--- config.mk ---
export PLATFORM = sky130hd
export DESIGN_NAME = spike_event_arbiter_flat
export DESIGN_NICKNAME = d
export VERILOG_FILES = /design/src/rtl/snn_pkg.sv /design/src/rtl/spike_event_arbiter_if.sv /design/src/rtl/lsb_index_enc.sv /design/src/rtl/spike_event_arbiter.sv /design/src/flat_wrapper.sv
export SDC_FILE = /design/constraint.sdc
export NUM_CORES = 1
export LEC_CHECK = 0
export ABC_AREA = 1
export BUFFER_PORTS_ARGS = -buffer_cell sky130_fd_sc_hd__buf_2
export CAP_MARGIN = 20
export CORE_MARGIN = 2
export CORE_UTILIZATION = 43
export CTS_BUF_LIST = sky130_fd_sc_hd__clkbuf_8
export CTS_CLUSTER_SIZE = 40
export DETAILED_ROUTE_END_ITERATION = 8
export GPL_TIMING_DRIVEN = 0
export PLACE_DENSITY = 0.67
export REMOVE_ABC_BUFFERS = 1
export SLEW_MARGIN = 20
export SYNTH_ARGS = -nofsm -noshare
export SYNTH_HDL_FRONTEND = slang
export SYNTH_SLANG_ARGS = --single-unit
--- constraint.sdc ---
create_clock -name clk -period 2.8 [get_ports clk]
set_input_delay 0.7 -clock clk [delete_from_list [all_inputs] [get_ports clk]]
set_output_delay 0.7 -clock clk [all_outputs]
set_load 0.01 [all_outputs]
--- src/rtl/snn_pkg.sv ---
// Shared definitions for the spiking-network event path: vector width,
// event field widths and the arbiter state encoding.
package snn_pkg;

    localparam int SNN_NBITS = 32;
    localparam int SNN_IDXW  = $clog2(SNN_NBITS);
    // Event word seen by the synaptic array: index + source tag + last flag.
    localparam int SNN_EVT_W = SNN_IDXW + 2;

    typedef enum logic {
        IDLE = 1'b0,
        SCAN = 1'b1
    } arb_state_e;

endpackage

--- src/rtl/spike_event_arbiter_if.sv ---
// Bundle of the two vector input streams, the event output stream and the
// busy indication. The arbiter takes the slave view, the feeding and
// consuming logic the master view.
interface spike_event_arbiter_if #(
    parameter int NBITS = snn_pkg::SNN_NBITS
);
    localparam int IDXW = $clog2(NBITS);

    logic             ipt0_valid;
    logic [NBITS-1:0] sparse_bits0;
    logic             ipt0_ready;
    logic             ipt1_valid;
    logic [NBITS-1:0] sparse_bits1;
    logic             ipt1_ready;
    logic             evt_valid;
    logic             evt_ready;
    logic [IDXW-1:0]  evt_idx;
    logic             evt_src;
    logic             evt_last;
    logic             busy;

    modport slave (
        input  ipt0_valid, sparse_bits0, ipt1_valid, sparse_bits1, evt_ready,
        output ipt0_ready, ipt1_ready, evt_valid, evt_idx, evt_src, evt_last, busy
    );

    modport master (
        output ipt0_valid, sparse_bits0, ipt1_valid, sparse_bits1, evt_ready,
        input  ipt0_ready, ipt1_ready, evt_valid, evt_idx, evt_src, evt_last, busy
    );

endinterface

--- src/rtl/lsb_index_enc.sv ---
// Combinational lowest-set-bit encoder with one-hot and all-zero flags.
// An all-zero vector encodes to index 0.
module lsb_index_enc #(
    parameter int NBITS = 32
) (
    input  logic [NBITS-1:0]         vec_i,
    output logic [$clog2(NBITS)-1:0] idx_o,
    output logic                     onehot_o,
    output logic                     zero_o
);
    localparam int IDXW = $clog2(NBITS);
    localparam logic [NBITS-1:0] ONE_V = {{(NBITS-1){1'b0}}, 1'b1};

    // Scan from the top down so the lowest set bit is the last one written.
    always_comb begin
        idx_o = {IDXW{1'b0}};
        for (int i = NBITS - 1; i >= 0; i--) begin
            if (vec_i[i]) begin
                idx_o = IDXW'(i);
            end else begin
                idx_o = idx_o;
            end
        end
    end

    // Flags: clearing the lowest bit leaves nothing exactly when one bit was set.
    always_comb begin
        zero_o   = (vec_i == {NBITS{1'b0}});
        onehot_o = !zero_o && ((vec_i & (vec_i - ONE_V)) == {NBITS{1'b0}});
    end

endmodule

--- src/rtl/spike_event_arbiter.sv ---
// Round-robin arbiter between two sparse spike-vector ports that serializes
// each accepted vector into single-spike events in ascending index order.
module spike_event_arbiter
    import snn_pkg::*;
#(
    parameter int NBITS = SNN_NBITS
) (
    input  logic                  clk,
    input  logic                  rst,
    spike_event_arbiter_if.slave  bus
);
    localparam int IDXW = $clog2(NBITS);
    localparam logic [NBITS-1:0] ONE_V = {{(NBITS-1){1'b0}}, 1'b1};

    arb_state_e       state_q;
    // Bits still to be emitted after the event currently presented.
    logic [NBITS-1:0] pend_q;
    logic             src_q;
    logic             pref_q;
    logic [IDXW-1:0]  evt_idx_q;
    logic             evt_last_q;

    logic             grant0_s;
    logic             grant1_s;
    logic             ready0_s;
    logic             ready1_s;
    logic [NBITS-1:0] in_vec_s;
    logic [IDXW-1:0]  in_idx_s;
    logic             in_onehot_s;
    logic             in_zero_s;
    logic [IDXW-1:0]  pend_idx_s;
    logic             pend_onehot_s;
    logic             pend_zero_s;

    // Grant selection and combinational readys; nothing is accepted in reset.
    always_comb begin
        grant0_s = bus.ipt0_valid & (~bus.ipt1_valid | ~pref_q);
        grant1_s = bus.ipt1_valid & ~grant0_s;
        ready0_s = ~rst & (state_q == IDLE) & grant0_s;
        ready1_s = ~rst & (state_q == IDLE) & grant1_s;
        in_vec_s = grant1_s ? bus.sparse_bits1 : bus.sparse_bits0;
    end

    lsb_index_enc #(.NBITS(NBITS)) u_in_enc (
        .vec_i    (in_vec_s),
        .idx_o    (in_idx_s),
        .onehot_o (in_onehot_s),
        .zero_o   (in_zero_s)
    );

    lsb_index_enc #(.NBITS(NBITS)) u_pend_enc (
        .vec_i    (pend_q),
        .idx_o    (pend_idx_s),
        .onehot_o (pend_onehot_s),
        .zero_o   (pend_zero_s)
    );

    // FSM: accept a vector in IDLE, then step through its set bits in SCAN.
    always_ff @(posedge clk or posedge rst) begin
        if (rst) begin
            state_q    <= IDLE;
            pend_q     <= {NBITS{1'b0}};
            src_q      <= 1'b0;
            pref_q     <= 1'b0;
            evt_idx_q  <= {IDXW{1'b0}};
            evt_last_q <= 1'b0;
        end else begin
            case (state_q)
                IDLE: begin
                    if (ready0_s || ready1_s) begin
                        src_q  <= grant1_s;
                        // The winner loses the next tie.
                        pref_q <= grant0_s;
                        if (!in_zero_s) begin
                            state_q    <= SCAN;
                            evt_idx_q  <= in_idx_s;
                            evt_last_q <= in_onehot_s;
                            pend_q     <= in_vec_s & (in_vec_s - ONE_V);
                        end else begin
                            state_q <= IDLE;
                        end
                    end else begin
                        state_q <= IDLE;
                    end
                end
                SCAN: begin
                    if (bus.evt_ready) begin
                        if (pend_zero_s) begin
                            state_q <= IDLE;
                        end else begin
                            evt_idx_q  <= pend_idx_s;
                            evt_last_q <= pend_onehot_s;
                            pend_q     <= pend_q & (pend_q - ONE_V);
                        end
                    end else begin
                        state_q <= SCAN;
                    end
                end
                default: begin
                    state_q <= IDLE;
                    pend_q  <= {NBITS{1'b0}};
                end
            endcase
        end
    end

    assign bus.ipt0_ready = ready0_s;
    assign bus.ipt1_ready = ready1_s;
    assign bus.evt_valid  = (state_q == SCAN);
    assign bus.busy       = (state_q == SCAN);
    assign bus.evt_idx    = evt_idx_q;
    assign bus.evt_src    = src_q;
    assign bus.evt_last   = evt_last_q;

endmodule

--- src/flat_wrapper.sv ---
// flat-port wrapper written by rule: the top's interface ports become plain ports
module spike_event_arbiter_flat import snn_pkg::*;
#(
    parameter int NBITS = SNN_NBITS
)
  (clk, rst, bus_ipt0_valid, bus_sparse_bits0, bus_ipt1_valid, bus_sparse_bits1, bus_evt_ready, bus_ipt0_ready, bus_ipt1_ready, bus_evt_valid, bus_evt_idx, bus_evt_src, bus_evt_last, bus_busy);
  spike_event_arbiter_if #(.NBITS(NBITS)) bus_i ();
  input  logic clk;
  input  logic rst;
  input wire logic [$bits(bus_i.ipt0_valid)-1:0] bus_ipt0_valid;
  input wire logic [$bits(bus_i.sparse_bits0)-1:0] bus_sparse_bits0;
  input wire logic [$bits(bus_i.ipt1_valid)-1:0] bus_ipt1_valid;
  input wire logic [$bits(bus_i.sparse_bits1)-1:0] bus_sparse_bits1;
  input wire logic [$bits(bus_i.evt_ready)-1:0] bus_evt_ready;
  output wire logic [$bits(bus_i.ipt0_ready)-1:0] bus_ipt0_ready;
  output wire logic [$bits(bus_i.ipt1_ready)-1:0] bus_ipt1_ready;
  output wire logic [$bits(bus_i.evt_valid)-1:0] bus_evt_valid;
  output wire logic [$bits(bus_i.evt_idx)-1:0] bus_evt_idx;
  output wire logic [$bits(bus_i.evt_src)-1:0] bus_evt_src;
  output wire logic [$bits(bus_i.evt_last)-1:0] bus_evt_last;
  output wire logic [$bits(bus_i.busy)-1:0] bus_busy;
  assign bus_i.ipt0_valid = bus_ipt0_valid;
  assign bus_i.sparse_bits0 = bus_sparse_bits0;
  assign bus_i.ipt1_valid = bus_ipt1_valid;
  assign bus_i.sparse_bits1 = bus_sparse_bits1;
  assign bus_i.evt_ready = bus_evt_ready;
  assign bus_ipt0_ready = bus_i.ipt0_ready;
  assign bus_ipt1_ready = bus_i.ipt1_ready;
  assign bus_evt_valid = bus_i.evt_valid;
  assign bus_evt_idx = bus_i.evt_idx;
  assign bus_evt_src = bus_i.evt_src;
  assign bus_evt_last = bus_i.evt_last;
  assign bus_busy = bus_i.busy;
  spike_event_arbiter #(.NBITS(NBITS)) u_core (.clk(clk), .rst(rst), .bus(bus_i));
endmodule
After elaboration in Yosys (flattened, before gate mapping)
Index checks and enable logic that the tools add are counted.

operators by class
  equality and inequality tests = 4
  bitwise gates (word level) = 13
  mux-type cells = 85
  add/sub/neg operators = 2
  reduce and logical (&&, ||, !) cells = 11

operator list
  kind                     count
  $mux W5                  68
  $mux W32                 5
  $logic_not A32 Y1        4
  $and A32 B32 Y32         2
  $pmux W32 S2             1
  $sub A32 B1 Y32 const B  2
  $pmux W5 S2              1
  $mux W1                  8
  $ne A2 B2 Y1 const B     4
  $and A1 B1 Y1            5
  $not A1 Y1               5
  $pmux W1 S2              2
  $reduce_and A4 Y1        1
  $logic_and A1 B1 Y1      2
  $logic_not A1 Y1         2
  $reduce_and A2 Y1        1
  $logic_or A1 B1 Y1       1
  $or A1 B1 Y1             1

word-level totals
  bits of input ports = 69
  register bits = 41
  output and inout bits = 11

Longest topological paths before layout
  depth after elaboration = 41
  mapped depth = 36

Modules after synthesis
Synthesis repeated with hierarchy kept, for this count alone.

unflattened totals
  cell total of the unflattened synthesis = 975
  area, all modules = 5,147.4 sq um

by module, submodules not included
  module               area each (sq um)  cells an instance  sequential area each (sq um)  instances
  spike_event_arbiter  3,510.9            629                1,001.0                       1
  lsb_index_enc        818.3              173                0.0                           2

Least setup slack after synthesis
OpenSTA, ideal clock, no wires.

  kind = input-to-reg
  start = in bus_ipt0_valid
  end = reg u_core.evt_last_q (netlist: u_core.bus.evt_last)
  path buffers = 1
  stages on the path = 21
  arrival time = 2.915 ns
  path slack = -0.193 ns
  data required time = 2.723 ns
  cells stage by stage = inv_2 -> o21ai_4 -> inv_4 -> buf_6 -> or2_0 -> o21ai_2 -> inv_4 -> nor2_2 -> nand2_1 -> nor2_4 -> inv_2 -> nor2_8 -> inv_4 -> nor2_4 -> inv_2 -> nand2_2 -> nand3_1 -> nor4_1 -> nand4_1 -> nand3b_1 -> a21oi_1

between the ends
  word-level cells in the longest chain between the ends = 11
  elaborated cells between the ends (all ways) = 19
  those cells by class = 1 x add/sub; 2 x eq/ne; 4 x mux; 6 x bitwise; 6 x reduce/logical

ends and longest elaborated chain
  what                    line                       source
  start: declaration      flat_wrapper.sv:10         input wire logic [$bits(bus_i.ipt0_valid)-1:0] bus_ipt0_valid;
  $and A1 B1 Y1 (*)       spike_event_arbiter.sv:37  grant0_s = bus.ipt0_valid & (~bus.ipt1_valid | ~pref_q);
  $not A1 Y1              spike_event_arbiter.sv:38  grant1_s = bus.ipt1_valid & ~grant0_s;
  $and A1 B1 Y1           spike_event_arbiter.sv:38
  $mux W32                spike_event_arbiter.sv:41  in_vec_s = grant1_s ? bus.sparse_bits1 : bus.sparse_bits0;
  $sub A32 B1 Y32         lsb_index_enc.sv:29        onehot_o = !zero_o && ((vec_i & (vec_i - ONE_V)) == {NBITS{1'b0}});
  $and A32 B32 Y32        lsb_index_enc.sv:29
  $logic_not A32 Y1       lsb_index_enc.sv:29
  $logic_and A1 B1 Y1     lsb_index_enc.sv:29
  $mux W1                 spike_event_arbiter.sv:74  if (!in_zero_s) begin
  $mux W1                 spike_event_arbiter.sv:70  if (ready0_s || ready1_s) begin
  $pmux W1 S2             spike_event_arbiter.sv:68  case (state_q)
  end signal: assignment  spike_event_arbiter.sv:77  evt_last_q <= in_onehot_s;
  end signal: assignment  spike_event_arbiter.sv:92  evt_last_q <= pend_onehot_s;
  end: declaration        spike_event_arbiter.sv:21  logic evt_last_q;

Every way passes the cells marked *; elsewhere a longest branch is shown, timed or not. The select of a mux whose other input is x is not followed.
A chain may end at the register's enable or synchronous reset.

Worst setup path after layout
Same ends and word-level chain as after synthesis.

==> metrics.md <==
| Metric | Value |
|---|---|
| Status | `finished with violations` |
| Failing checks | `setup timing` |
| Mean post-synth cell area | `5.89 sq um` |
| Post-synth ARST share | `100%` |
| CP max-delay cell | `nor4_2` |
| Antenna-violating nets left | `0` |
| Crit path DAT | `3500 ps` |
| Area Growth Syn to Fin | `30.8%` |
| Ranking of synthesized cells by instance count | `162 x nand2_1, 111 x nor2_1, 96 x inv_1` |
| Synth top area cells | `dfrtp_1 25%, nand2_1 15%, nor2_1 10%` |
| Multiplexer area fraction after synthesis | `0.246%` |
| Initial DRC Count | `256` |
| Largest family of logic cells by synthesized area | `simple AND/OR/NAND/NOR gates` |
| Skew-Pair Late Insertion Delay | `290 ps` |
| Count leader, synth | `nand2_1` |
| Root buffer cell | `clkbuf_8` |
| Via Count | `4,820` |
| R2R Setup Slk | `-460 ps` |
| Yosys cell types | `44` |
| Syn Std Cell Area | `4080 sq um` |
| Critical Path End Type | `flop` |
| Clock sink count | `40` |
| Synth Flop Type | `dfrtp_1` |
| Number of cell rows | `35` |
| Residual DRC count | `0` |
| PnR worst setup slack | `-486 ps` |
| Core footprint | `9240 sq um` |
| Drt first pass iters | `5` |
| First-pass GRT wire length | `20,900 um` |
| Gr ovfl total | `0` |
| Setup Crit Path Kind | `input pin to flop` |
| Leakage | `2.62 nW` |
| Buffers and inverters on the worst path | `7` |
| Worst path cell trace | `buf_8 > inv_4 > o21ai_4 > buf_12 > buf_8 > mux2i_4 > nand2_2 > nor2_2 > inv_2 > nor2_4 > buf_6 > nand2_2 > nor2_4 > inv_2 > nor2_4 > nand2_1 > nand2_2 > o2111ai_2 > nor4_2 > nand4_1 > nand3b_1 > a21oi_2` |
| Util after Layout | `57.7%` |
| Vias per inst | `5.19` |
| RSZ-0062 raised after global routing | `true` |
| Initial Util | `44.1%` |
| Compound-Gate Fraction of Synth Area | `21.5%` |
| Vias in the first global route | `4,585` |
| EDFF count, synth | `0` |
| Port bufs | `79` |
| Post-synthesis xor/xnor area fraction | `0%` |
| Final hold violation count | `0` |
| Peak fanout along the critical path | `5` |
| Delay of the slowest critical-path stage | `400 ps` |
| Delay-heaviest family, CP | `simple AND/OR/NAND/NOR gates` |
| Crit path launch type | `input pin` |
| Final wirelength | `12,900 um` |
| Clock buffer count from CTS | `5` |
| Max rail drop VDD | `618 uV` |
| GRT Resource Usage Total | `25.2%` |
| Number of hold buffers added after cts | `0` |
| Area share of fa/ha/maj cells after synthesis | `0%` |
| FF+latch count, synth | `40` |
| Tmin final | `3290 ps` |
| DP Wirelength | `8910 um` |
| WL/cell | `13.9 um` |
| Die extent in y | `101 um` |
| Final Total Pwr | `0.00446 W` |
| Synth warn | `0` |
| Largest area contributor in the netlist | `dfrtp_1` |
| Worst Max-Slew Pin Slew | `725 ps` |
| Worst endpoint required time | `3020 ps` |
| Max Buffers Root-to-Sink | `2` |
| Final count of pins violating max slew | `0` |
| Antenna Cells | `0` |
| Fin Hold WS | `402 ps` |
| Initial antenna violation count | `0` |
| Chip width | `101 um` |
| F_max | `304 MHz` |
| Setup Viol. Count Final | `36` |
| GP Congestion | `1.02` |
| Ratio of cells with drive above 1 in the final layout | `29.2%` |
| Largest net degree at the start of global routing | `42` |
| Hold Path Class | `input pin to async pin` |
| Synth top area share | `24.6%` |
| H-tree levels | `2` |
| Final worst-path cycle share | `117%` |
| Clk_skew | `5.53 ps` |
| Max-cap violation count | `0` |
| Fin nets | `870` |
| Setup TNS | `-5460 ps` |
| Simple-gate portion of the synthesized area | `40.4%` |
| CTS tree | `yes` |
| Io pins | `80` |
| DIE AREA | `10,300 sq um` |
| Sequential element share of the synthesized area | `24.6%` |
| Instance count of the mapped netlist | `692` |
| Clock Pin Slew Worst Setup and Hold Paths | `80 ps` |
| P per Cell Area | `837 nW/um^2` |
| Rel. slew slack | `51.7%` |
==> routing by layer <==
layer | GRT usage [%] | vias up | routed length [um]
met4 | 7.28 | 0 | 344
met1 | 32.5 | 2212 | 5630
met5 | 0 | - | 0
li1 | - | 2434 | -
met2 | 43.7 | 136 | 6160
met3 | 3.80 | 38 | 740
==> report_power, final <==
part           leakage (nW)  switching (W)  internal [W]
Clock                0.0359       0.000194      0.000161
Combinational          2.08        0.00189       0.00106
Sequential            0.500       0.000318      0.000837
==> what timing repair did <==
item / 4_1_cts / 5_1_grt
pin swaps: 14 / 20
hold endpoints to repair: 0 / 0
setup buffers: 21 / 18
setup endpoints to repair: 40 / 37
gates cloned: 4 / 1
gates resized for setup: 77 / 50
==> sequential cells by signal, summed over array words and instances (netlist names) <==
signal	flops
u_core.bus.busy	1
u_core.bus.evt_idx	5
u_core.bus.evt_last	1
u_core.bus.evt_src	1
u_core.pend_q	31
u_core.pref_q	1
==> layout by cell type (no fill, tap or decap), drive strengths merged, types with 2 or more instances in the layout <==
cell type  count
inv          116
a211oi         3
o41ai          2
or2           28
nand3b         2
a31oi          5
dfrtp         40
nand2        166
o2111ai        3
nor4           5
nand4          8
o21ai        107
buf          118
nor2         125
o211ai         7
nand3         20
nor3          10
clkbuf         5
a21oi         20
==> through the flow <==
stage               area, sq um  setup WS, ps  std cells
finish                     5330          -486        928
floorplan                  3970          -918        671
CTS                        5040          -439        910
global placement           4520         -2020        879
global route               5330          -547        928
detailed placement         4550         -2040        880
==> final timing paths <==
check / start / to / cells after the start
max: bus_ipt0_valid / u_core.bus.evt_last / 22
min: rst / u_core.pend_q[7] / 2
max reg2reg: u_core.pref_q / u_core.bus.evt_last / 20
min reg2reg: u_core.bus.evt_idx[4] / u_core.bus.evt_idx[4] / 2
max in group asynchronous: rst / u_core.pref_q / 3
min in group clk: u_core.bus.evt_idx[4] / u_core.bus.evt_idx[4] / 2
==> kinds of logic (layout without fill, tap and decap cells) <==
logic type | Yosys count | count (layout)
AOI/OAI and AO/OA | 152 | 154
and+or+nand+nor | 365 | 365
muxes | 1 | 1
DFF | 40 | 40
buffers and inverters | 134 | 239
==> area by class of cell <==
| class | count | area, sq um |
|---|---|---|
| Timing Repair inverter | 3 | 36.3 |
| Inverter | 113 | 463 |
| Timing Repair Buffer | 118 | 779 |
| Sequential cell | 40 | 1000 |
| Clock buffer | 5 | 68.8 |
| Tap cell | 129 | 161 |
| Multi-Input combinational cell | 520 | 2820 |
| Fill cell | 902 | 3910 |
No activity file was read; power rests on OpenSTA's default activity.
